`src/rtl/mem_access_unit_if.sv`:
```
// Word-addressed data memory bus between the MEM-stage sequencer and memory.
// Ports: master drives MemReq/MemWe/MemAddr/MemBE/MemWData; slave returns MemAck/MemRData.
interface mem_access_unit_if #(
    parameter int ADDR_W = 30
) ();
    logic              MemReq;
    logic              MemWe;
    logic [ADDR_W-1:0] MemAddr;
    logic [3:0]        MemBE;
    logic [31:0]       MemWData;
    logic              MemAck;
    logic [31:0]       MemRData;

    modport master (
        output MemReq, MemWe, MemAddr, MemBE, MemWData,
        input  MemAck, MemRData
    );

    modport slave (
        input  MemReq, MemWe, MemAddr, MemBE, MemWData,
        output MemAck, MemRData
    );
endinterface

```
`src/rtl/mem_access_unit.sv`:
```
// MEM-stage load/store sequencer: aligns stores, runs req/ack, stalls, returns raw load word.
// Ports: clk, rst_n, pipeline request (ReqValid/ReqReady/Addr/StoreData/LoadType/StoreType),
// StallM, mem bus (master modport), WB response (RespValid/RdWord/LoadedBytesSelect/RegWriteW/errors).
module mem_access_unit #(
    parameter int ADDR_W         = 30,
    parameter int TIMEOUT_CYCLES = 16
) (
    input  logic        clk,
    input  logic        rst_n,
    input  logic        ReqValid,
    output logic        ReqReady,
    input  logic [31:0] Addr,
    input  logic [31:0] StoreData,
    input  logic [2:0]  LoadType,
    input  logic [1:0]  StoreType,
    output logic        StallM,
    mem_access_unit_if.master mem,
    output logic        RespValid,
    output logic [31:0] RdWord,
    output logic [1:0]  LoadedBytesSelect,
    output logic [2:0]  RegWriteW,
    output logic        MisalignErr,
    output logic        BusErr
);
    localparam int CW = (TIMEOUT_CYCLES > 1) ? $clog2(TIMEOUT_CYCLES) : 1;
    localparam logic [CW-1:0] TO_LAST =
        CW'((TIMEOUT_CYCLES > 0) ? TIMEOUT_CYCLES - 1 : 0);

    typedef enum logic [1:0] {IDLE, WAIT, DONE} state_t;

    state_t        state;
    logic [CW-1:0] tcnt;
    logic [2:0]    ld_type;
    logic [1:0]    sel;

    logic        is_store;
    logic        is_load;
    logic        mis;
    logic [3:0]  be;
    logic [31:0] wd;
    logic        timeout;

    assign ReqReady = (state == IDLE);
    assign StallM   = (state != IDLE) | ReqValid;
    assign timeout  = (TIMEOUT_CYCLES != 0) && (tcnt == TO_LAST);

    always_comb begin
        is_store = (StoreType != 2'd0);
        is_load  = !is_store && (LoadType != 3'd0);
        mis      = 1'b0;
        be       = 4'b1111;
        wd       = 32'd0;
        if (is_store) begin
            unique case (StoreType)
                2'd1: begin
                    wd = {4{StoreData[7:0]}};
                    be = 4'b0001 << Addr[1:0];
                end
                2'd2: begin
                    wd  = {2{StoreData[15:0]}};
                    be  = Addr[1] ? 4'b1100 : 4'b0011;
                    mis = Addr[0];
                end
                default: begin
                    wd  = StoreData;
                    mis = |Addr[1:0];
                end
            endcase
        end else begin
            unique case (LoadType)
                3'd2, 3'd5: mis = Addr[0];
                3'd3:       mis = |Addr[1:0];
                default:    mis = 1'b0;
            endcase
        end
    end

    always_ff @(posedge clk or negedge rst_n) begin
        if (!rst_n) begin
            state             <= IDLE;
            tcnt              <= '0;
            ld_type           <= 3'd0;
            sel               <= 2'd0;
            mem.MemReq        <= 1'b0;
            mem.MemWe         <= 1'b0;
            mem.MemAddr       <= '0;
            mem.MemBE         <= 4'd0;
            mem.MemWData      <= 32'd0;
            RespValid         <= 1'b0;
            RdWord            <= 32'd0;
            LoadedBytesSelect <= 2'd0;
            RegWriteW         <= 3'd0;
            MisalignErr       <= 1'b0;
            BusErr            <= 1'b0;
        end else begin
            RespValid   <= 1'b0;
            MisalignErr <= 1'b0;
            BusErr      <= 1'b0;
            unique case (state)
                IDLE: begin
                    if (ReqValid && (is_store || is_load)) begin
                        mem.MemAddr  <= Addr[ADDR_W+1:2];
                        mem.MemBE    <= be;
                        mem.MemWData <= wd;
                        mem.MemWe    <= is_store;
                        ld_type      <= is_store ? 3'd0 : LoadType;
                        sel          <= Addr[1:0];
                        tcnt         <= '0;
                        if (mis) begin
                            // No bus cycle: report the fault straight away.
                            state             <= DONE;
                            RespValid         <= 1'b1;
                            MisalignErr       <= 1'b1;
                            RegWriteW         <= 3'd0;
                            RdWord            <= 32'd0;
                            LoadedBytesSelect <= Addr[1:0];
                        end else begin
                            state      <= WAIT;
                            mem.MemReq <= 1'b1;
                        end
                    end
                end
                WAIT: begin
                    // An ack in the timeout cycle still completes normally.
                    if (mem.MemAck) begin
                        state             <= DONE;
                        mem.MemReq        <= 1'b0;
                        RespValid         <= 1'b1;
                        RegWriteW         <= ld_type;
                        LoadedBytesSelect <= sel;
                        if (!mem.MemWe) begin
                            RdWord <= mem.MemRData;
                        end
                    end else if (timeout) begin
                        state             <= DONE;
                        mem.MemReq        <= 1'b0;
                        RespValid         <= 1'b1;
                        BusErr            <= 1'b1;
                        RdWord            <= 32'd0;
                        RegWriteW         <= 3'd0;
                        LoadedBytesSelect <= sel;
                    end else begin
                        tcnt <= tcnt + CW'(1);
                    end
                end
                DONE:    state <= IDLE;
                default: state <= IDLE;
            endcase
        end
    end
endmodule
```
`src/flat_wrapper.sv`:
```
// flat-port wrapper written by rule: the top's interface ports become plain ports
module mem_access_unit_flat 
#(
    parameter int ADDR_W         = 30,
    parameter int TIMEOUT_CYCLES = 16
)
  (clk, rst_n, ReqValid, ReqReady, Addr, StoreData, LoadType, StoreType, StallM, RespValid, RdWord, LoadedBytesSelect, RegWriteW, MisalignErr, BusErr, mem_MemReq, mem_MemWe, mem_MemAddr, mem_MemBE, mem_MemWData, mem_MemAck, mem_MemRData);
  mem_access_unit_if #(.ADDR_W(ADDR_W)) mem_i ();
  input  logic clk;
  input  logic rst_n;
  input  logic ReqValid;
  output logic ReqReady;
  input  logic [31:0] Addr;
  input  logic [31:0] StoreData;
  input  logic [2:0] LoadType;
  input  logic [1:0] StoreType;
  output logic StallM;
  output logic RespValid;
  output logic [31:0] RdWord;
  output logic [1:0] LoadedBytesSelect;
  output logic [2:0] RegWriteW;
  output logic MisalignErr;
  output logic BusErr;
  output wire logic [$bits(mem_i.MemReq)-1:0] mem_MemReq;
  output wire logic [$bits(mem_i.MemWe)-1:0] mem_MemWe;
  output wire logic [$bits(mem_i.MemAddr)-1:0] mem_MemAddr;
  output wire logic [$bits(mem_i.MemBE)-1:0] mem_MemBE;
  output wire logic [$bits(mem_i.MemWData)-1:0] mem_MemWData;
  input wire logic [$bits(mem_i.MemAck)-1:0] mem_MemAck;
  input wire logic [$bits(mem_i.MemRData)-1:0] mem_MemRData;
  assign mem_MemReq = mem_i.MemReq;
  assign mem_MemWe = mem_i.MemWe;
  assign mem_MemAddr = mem_i.MemAddr;
  assign mem_MemBE = mem_i.MemBE;
  assign mem_MemWData = mem_i.MemWData;
  assign mem_i.MemAck = mem_MemAck;
  assign mem_i.MemRData = mem_MemRData;
  mem_access_unit #(.ADDR_W(ADDR_W), .TIMEOUT_CYCLES(TIMEOUT_CYCLES)) u_core (.clk(clk), .rst_n(rst_n), .ReqValid(ReqValid), .ReqReady(ReqReady), .Addr(Addr), .StoreData(StoreData), .LoadType(LoadType), .StoreType(StoreType), .StallM(StallM), .mem(mem_i), .RespValid(RespValid), .RdWord(RdWord), .LoadedBytesSelect(LoadedBytesSelect), .RegWriteW(RegWriteW), .MisalignErr(MisalignErr), .BusErr(BusErr));
endmodule
```
`config.mk`:
```
export PLATFORM = sky130hd
export DESIGN_NAME = mem_access_unit_flat
export DESIGN_NICKNAME = d
export VERILOG_FILES = /design/src/rtl/mem_access_unit_if.sv /design/src/rtl/mem_access_unit.sv /design/src/flat_wrapper.sv
export SDC_FILE = /design/constraint.sdc
export NUM_CORES = 1
export LEC_CHECK = 0
export ABC_AREA = 0
export BUFFER_PORTS_ARGS = -buffer_cell sky130_fd_sc_hd__buf_2
export CORE_MARGIN = 2
export CORE_UTILIZATION = 45
export CTS_CLUSTER_DIAMETER = 30
export CTS_CLUSTER_SIZE = 30
export DETAILED_ROUTE_END_ITERATION = 6
export GPL_TIMING_DRIVEN = 0
export PLACE_DENSITY = 0.75
export SYNTH_ARGS = -nofsm -noshare
export SYNTH_HDL_FRONTEND = slang
export SYNTH_SLANG_ARGS = --single-unit
export TNS_END_PERCENT = 20
```
`constraint.sdc`:
```
create_clock -name clk -period 3.2 [get_ports clk]
set_clock_uncertainty 0.05 [all_clocks]
set_input_delay 0.32 -clock clk [delete_from_list [all_inputs] [get_ports clk]]
set_output_delay 0.32 -clock clk [all_outputs]
set_load 0.05 [all_outputs]
```
# --- Yosys cells after proc, flatten, opt, wreduce, memory -nomap -nowiden ---
# Cells that the tools add are included.
op_classes:
  add_sub_neg: 1
  eq_ne: 14
  shifts: 1
  mux: 47
  bitwise: 1
  reduce_logical: 17
op_table:
  columns: ["op", "n"]
  rows:
  - ["32-bit two-way mux", 6]
  - ["32-bit one-hot mux with 2 select lines", 2]
  - ["4-bit two-way mux", 5]
  - ["2-bit two-way mux", 8]
  - ["4-bit one-hot mux with 2 select lines", 2]
  - ["3-bit two-way mux", 5]
  - ["1-bit two-way mux", 12]
  - ["4-bit AND reduction", 3]
  - ["1-bit one-hot mux with 2 select lines", 4]
  - ["2-bit one-hot mux with 2 select lines", 2]
  - ["3-bit by 2-bit equality test with 1-bit output, second input constant", 2]
  - ["2-bit != test, second input constant", 3]
  - ["3-bit one-hot mux with 2 select lines", 1]
  - ["2-bit nonzero test", 3]
  - ["5-bit AND reduction", 1]
  - ["4-bit by 1-bit adder with 4-bit output, second input constant", 1]
  - ["2-bit by 1-bit equality test with 1-bit output, second input constant", 2]
  - ["4-bit equality test, second input constant", 1]
  - ["2-bit by 1-bit != test with 1-bit output, second input constant", 2]
  - ["2-bit AND reduction", 2]
  - ["2-bit OR reduction", 2]
  - ["1-bit by 2-bit << shifter with 4-bit output, first input constant", 1]
  - ["3-bit equality test, second input constant", 1]
  - ["3-bit by 2-bit != test with 1-bit output, second input constant", 1]
  - ["other kinds (8)", 9]
word_totals:
  reg_bits: 119
  output_inout_bits: 110

# --- Depth between registers and ports, before layout ---
depth:
  ltp_word: 7
  depth_mapped: 9
  mapped_depth_nobuf: 6

# --- Least setup slack after synthesis ---
# No wires, ideal clock.
synth_timing:
  kind: "register -> register"
  from: "register u_core.state[1]"
  to: "register u_core.RdWord[12]"
  setup_time_ns: 0.126
  t_arrival_ns: 2.197
  setup_slack_ns: 0.827
  path_stages_with_launch: 8
  path_buffers: 3
  synth_period_minus_slack_ns: 2.373
  path_cell_list: "dfrtp_1 buf_2 nor2_1 nand3_2 nor4_4 buf_6 buf_12 o21ai_2"
synth_between:
  elab_chain_len: 3
synth_lines:
  columns: ["item", "line", "text"]
  rows:
  - ["from (decl)", "mem_access_unit.sv:31", "state_t state;"]
  - ["from (signal assigned)", "mem_access_unit.sv:80", "state <= IDLE;"]
  - ["from (signal assigned)", "mem_access_unit.sv:111", "state <= DONE;"]
  - ["from (signal assigned)", "mem_access_unit.sv:118", "state <= WAIT;"]
  - ["2-bit logical NOT *", null, null]
  - ["named net ReqReady", "flat_wrapper.sv:12", "output logic ReqReady;"]
  - ["2-bit by 1-bit != test with 1-bit output (no source line) / 2-bit nonzero test (equally long branches)", null, null]
  - ["5-bit AND reduction (no source line)", null, null]
  - ["to (signal assigned)", "mem_access_unit.sv:132", "RdWord <= mem.MemRData;"]
  - ["to (decl)", "mem_access_unit.sv:19", "output logic [31:0] RdWord,"]
# The timed path passes the listed nets; every way through them passes the cells marked *.
# A chain may end at the register's enable or synchronous reset.

# --- Worst setup path in the final report ---
layout_timing:
  from: "register u_core.state[1]"
  to: "register u_core.mem.MemWData[29]"
layout_between:
  elab_chain_len: 2
layout_lines:
  columns: ["item", "line", "text"]
  rows:
  - ["2-bit logical NOT", "mem_access_unit.sv:99", "unique case (state)"]
  - ["2-bit AND reduction (no source line)", null, null]
  - ["to (signal assigned)", "mem_access_unit.sv:104", "mem.MemWData <= wd;"]
  - ["to (decl)", "mem_access_unit_if.sv:15", "output MemReq, MemWe, MemAddr, MemBE, MemWData,"]
# Every way passes these cells.

==> impl_metrics.ini <==
[finish]
area_growth_pct = 33.8
final_cells = 894
antennaDiodeCount = 0
multi_input_area_um2 = 2170
regArea_um2 = 2980
final_area_um2 = 7220
nFillCells = 979
layout-drive-gt1-share_pct = 42.5
finalNetCount = 848

[pwr]
vdd_ir_drop_max_mv = 0.743
power.density_nw_per_um2 = 1130
p_total_mw = 8.15
leakage_nw = 3.59

[setup_path]
slowest_stage = nor4b_2
end_kind = flop
cp.required_ns = 3.48
slowest_delay_ns = 0.68
critical_path_class = flop to flop
cp-start-kind = flop
path_cells = buf_2 -> nor4b_2 -> clkbuf_1 -> nand2_1 -> o21ai_0
arrival_ns = 2.39
critPathMaxFanout = 10

[timing]
slew_headroom_pct = 50.3
tightestPinTransition_ns = 0.744
post-route-period-util_pct = 66.0
timing.fmax_mhz = 473
finalSetupTns_ns = 0
rsz0062_at_grt = no
setup_viol = 0
hold_viol = 0
period_minus_slack_ns = 2.11
finalWorstSetupSlack_ns = 1.09
finalMaxSlewViolations = 0

[die]
die_w_um = 113
io_pins = 215
fp.dieH_um = 113
initial_core_util_pct = 46.7
placementRows = 39
dieArea_um2 = 12900
core_um2 = 11600

[clock_tree]
cts_tree = yes
clock-sinks = 119
cts_root_buffer = clkbuf_16
cts_inserted_buffers = 17
path_clk_slew_ns = 0.05
htreeDepth = 4
clockBufferDepth = 2
worstSkewPairLatency_ns = 0.41

[synthesis]
syn-cell-area_um2 = 5400
synth_seq_cells = 119
yosysSeqAreaShare_pct = 55.2
synth_fp_nets = 613
synthDominantCellAreaShare_pct = 55.2
yosys_warnings = 0
synth_area_leaders = dfrtp_1 55%, mux2_2 6.7%, nand2_1 6.3%, a22oi_1 5.6%, o21ai_0 4.6%
ys_types = 49
netlist_instances = 504
yosys.area.top_type = dfrtp_1
synth_area_per_cell_um2 = 10.7

[routing]
avgRoutedWirePerCell_um = 16.0
wirelength_um = 14300
drtIter0Drc = 270
vias = 4783
ant_nets = 0
first_pass_iters = 5
vias_per_cell = 5.35
drc_errors = 0

[place]
gp_congestion = 0.856
place_ws_ns = 0.816
dp.cells = 862
io_buffers = 214
dpl_cell_area_um2 = 6680
dp_hpwl_um = 10600

[global_routing]
antenna_found_initial = 0
grt_pass1_wl_um = 22500
grtUsageTotal_pct = 22.2
grt_max_degree = 102
grt_overflow_total = 0
grt_pass1_vias = 4521

[job]
cap_violations = 0

[worst_hold_path]
hold_class = input port to flop

[run_status]
status = completed
[worst max-delay path: cells and delay by family, from the launching register on]
family	cells	cell delay, ns
flops	1	0.35
simple gates	2	0.83
compound gates	1	0.19
buf+inv	2	0.61
[kinds of logic (layout without fill, tap and decap cells)]
family / after synthesis / after routing / synth area share (%)
flip-flops: 119 / 119 / 55.2
AO/OA/AOI/OAI: 150 / 150 / 19.0
adder cells (fa/ha/maj): 4 / 4 / 0.928
AND/OR/NAND/NOR: 155 / 155 / 13.6
multiplexers: 32 / 32 / 6.68
buffers and inverters: 44 / 291 / 4.66
[where the power goes]
part	leakage [nW]	total (mW)	switching [mW]	internal [mW]
clock	0.264	1.70	0.618	1.08
sequential	1.51	2.51	0.386	2.12
combinational	1.82	3.94	2.99	0.953
[per-layer routing]
metal | GRT usage (%) | wire (um)
met4 | 7.56 | 210
met3 | 7.81 | 1200
met2 | 35.7 | 6840
met1 | 28.2 | 6040
met5 | 0 | 0
[cell usage after synthesis (all sizes together)]
| library cell | instances |
|---|---|
| or3 | 1 |
| buf | 19 |
| nand3b | 2 |
| o311ai | 3 |
| nand2b | 3 |
| clkbuf | 18 |
| a211oi | 1 |
| or2 | 2 |
| a21oi | 6 |
| and2 | 2 |
| a311oi | 1 |
| and3b | 1 |
| and2b | 1 |
| a22o | 8 |
| nand4 | 1 |
| ha | 4 |
| inv | 7 |
| or2b | 2 |
| mux2 | 32 |
| o31ai | 2 |
| nand4b | 1 |
| nor4 | 2 |
| a22oi | 40 |
| or4b | 2 |
| o211ai | 4 |
| o21ai | 69 |
| nand3 | 7 |
| dfrtp | 119 |
| nor3 | 2 |
| nor2 | 23 |
| nor2b | 10 |
| o311a | 1 |
| a31oi | 11 |
| nor4b | 1 |
| a21o | 3 |
| nor3b | 2 |
| nand2 | 90 |
| o2111ai | 1 |
[worst paths after layout]
path,endpoint,slack [ns],start,cells past startpoint
worst max-delay path,u_core.mem.MemWData[29]$_DFFE_PN0P_,1.09,u_core.state[1]$_DFFE_PN0P_,5
worst max register to register,u_core.mem.MemWData[29]$_DFFE_PN0P_,1.09,u_core.state[1]$_DFFE_PN0P_,5
worst min register to register,u_core.mem.MemWData[24]$_DFFE_PN0P_,0.42,u_core.mem.MemWData[24]$_DFFE_PN0P_,2
min in group asynchronous,u_core.mem.MemWData[29]$_DFFE_PN0P_,0.28,rst_n,2
worst min-delay path,u_core.BusErr$_DFF_PN0_,0.07,mem_MemAck,2
max in group asynchronous,u_core.tcnt[0]$_DFFE_PN0P_,2.06,rst_n,3
[stage by stage]
stage               utilization (%)  hold WS, ns
floorplan                         -      -0.0256
global placement               57.5        0.409
detailed placement             57.8        0.127
CTS                            62.4       0.0571
global route                   62.4       0.0587
finish                         62.4       0.0707
[repair_timing]
action,CTS,global route
hold buffers,1,0
setup endpoints to repair,0,0
resized for setup,0,0
setup buffers,0,0
endpoints found under the hold margin,18,0
[layout by cell type, fill, tap and decap left out, types with 11 or more instances in the layout]
master | netlist | final
clkbuf_16 | 0 | 17
nor2_1 | 23 | 23
buf_2 | 6 | 219
o21ai_0 | 50 | 50
o21ai_2 | 19 | 19
mux2_2 | 32 | 32
a22oi_1 | 40 | 40
a31oi_1 | 11 | 11
clkbuf_1 | 17 | 23
dfrtp_1 | 119 | 119
nand2_1 | 90 | 90
[flip-flops by register name (all words and copies together) (netlist names)]
signal and cells:
u_core.RegWriteW 3, u_core.mem.MemBE 4, u_core.mem.MemReq 1, u_core.mem.MemWData 32, u_core.mem.MemAddr 30, u_core.mem.MemWe 1
u_core.RespValid 1, u_core.RdWord 32, u_core.BusErr 1, u_core.ld_type 3, u_core.sel 2, u_core.LoadedBytesSelect 2
u_core.state 2, u_core.tcnt 4, u_core.MisalignErr 1
[layout make-up]
type	count	share of cell area [%]
multi-input combinational	341	30.0
inverter	7	0.364
timing repair buffer	216	15.4
buffer	37	3.12
clock buffer	28	7.16
clock inverter	3	0.208
sequential	119	41.2
tap	143	2.48
No activity file was read; power rests on OpenSTA's default activity.
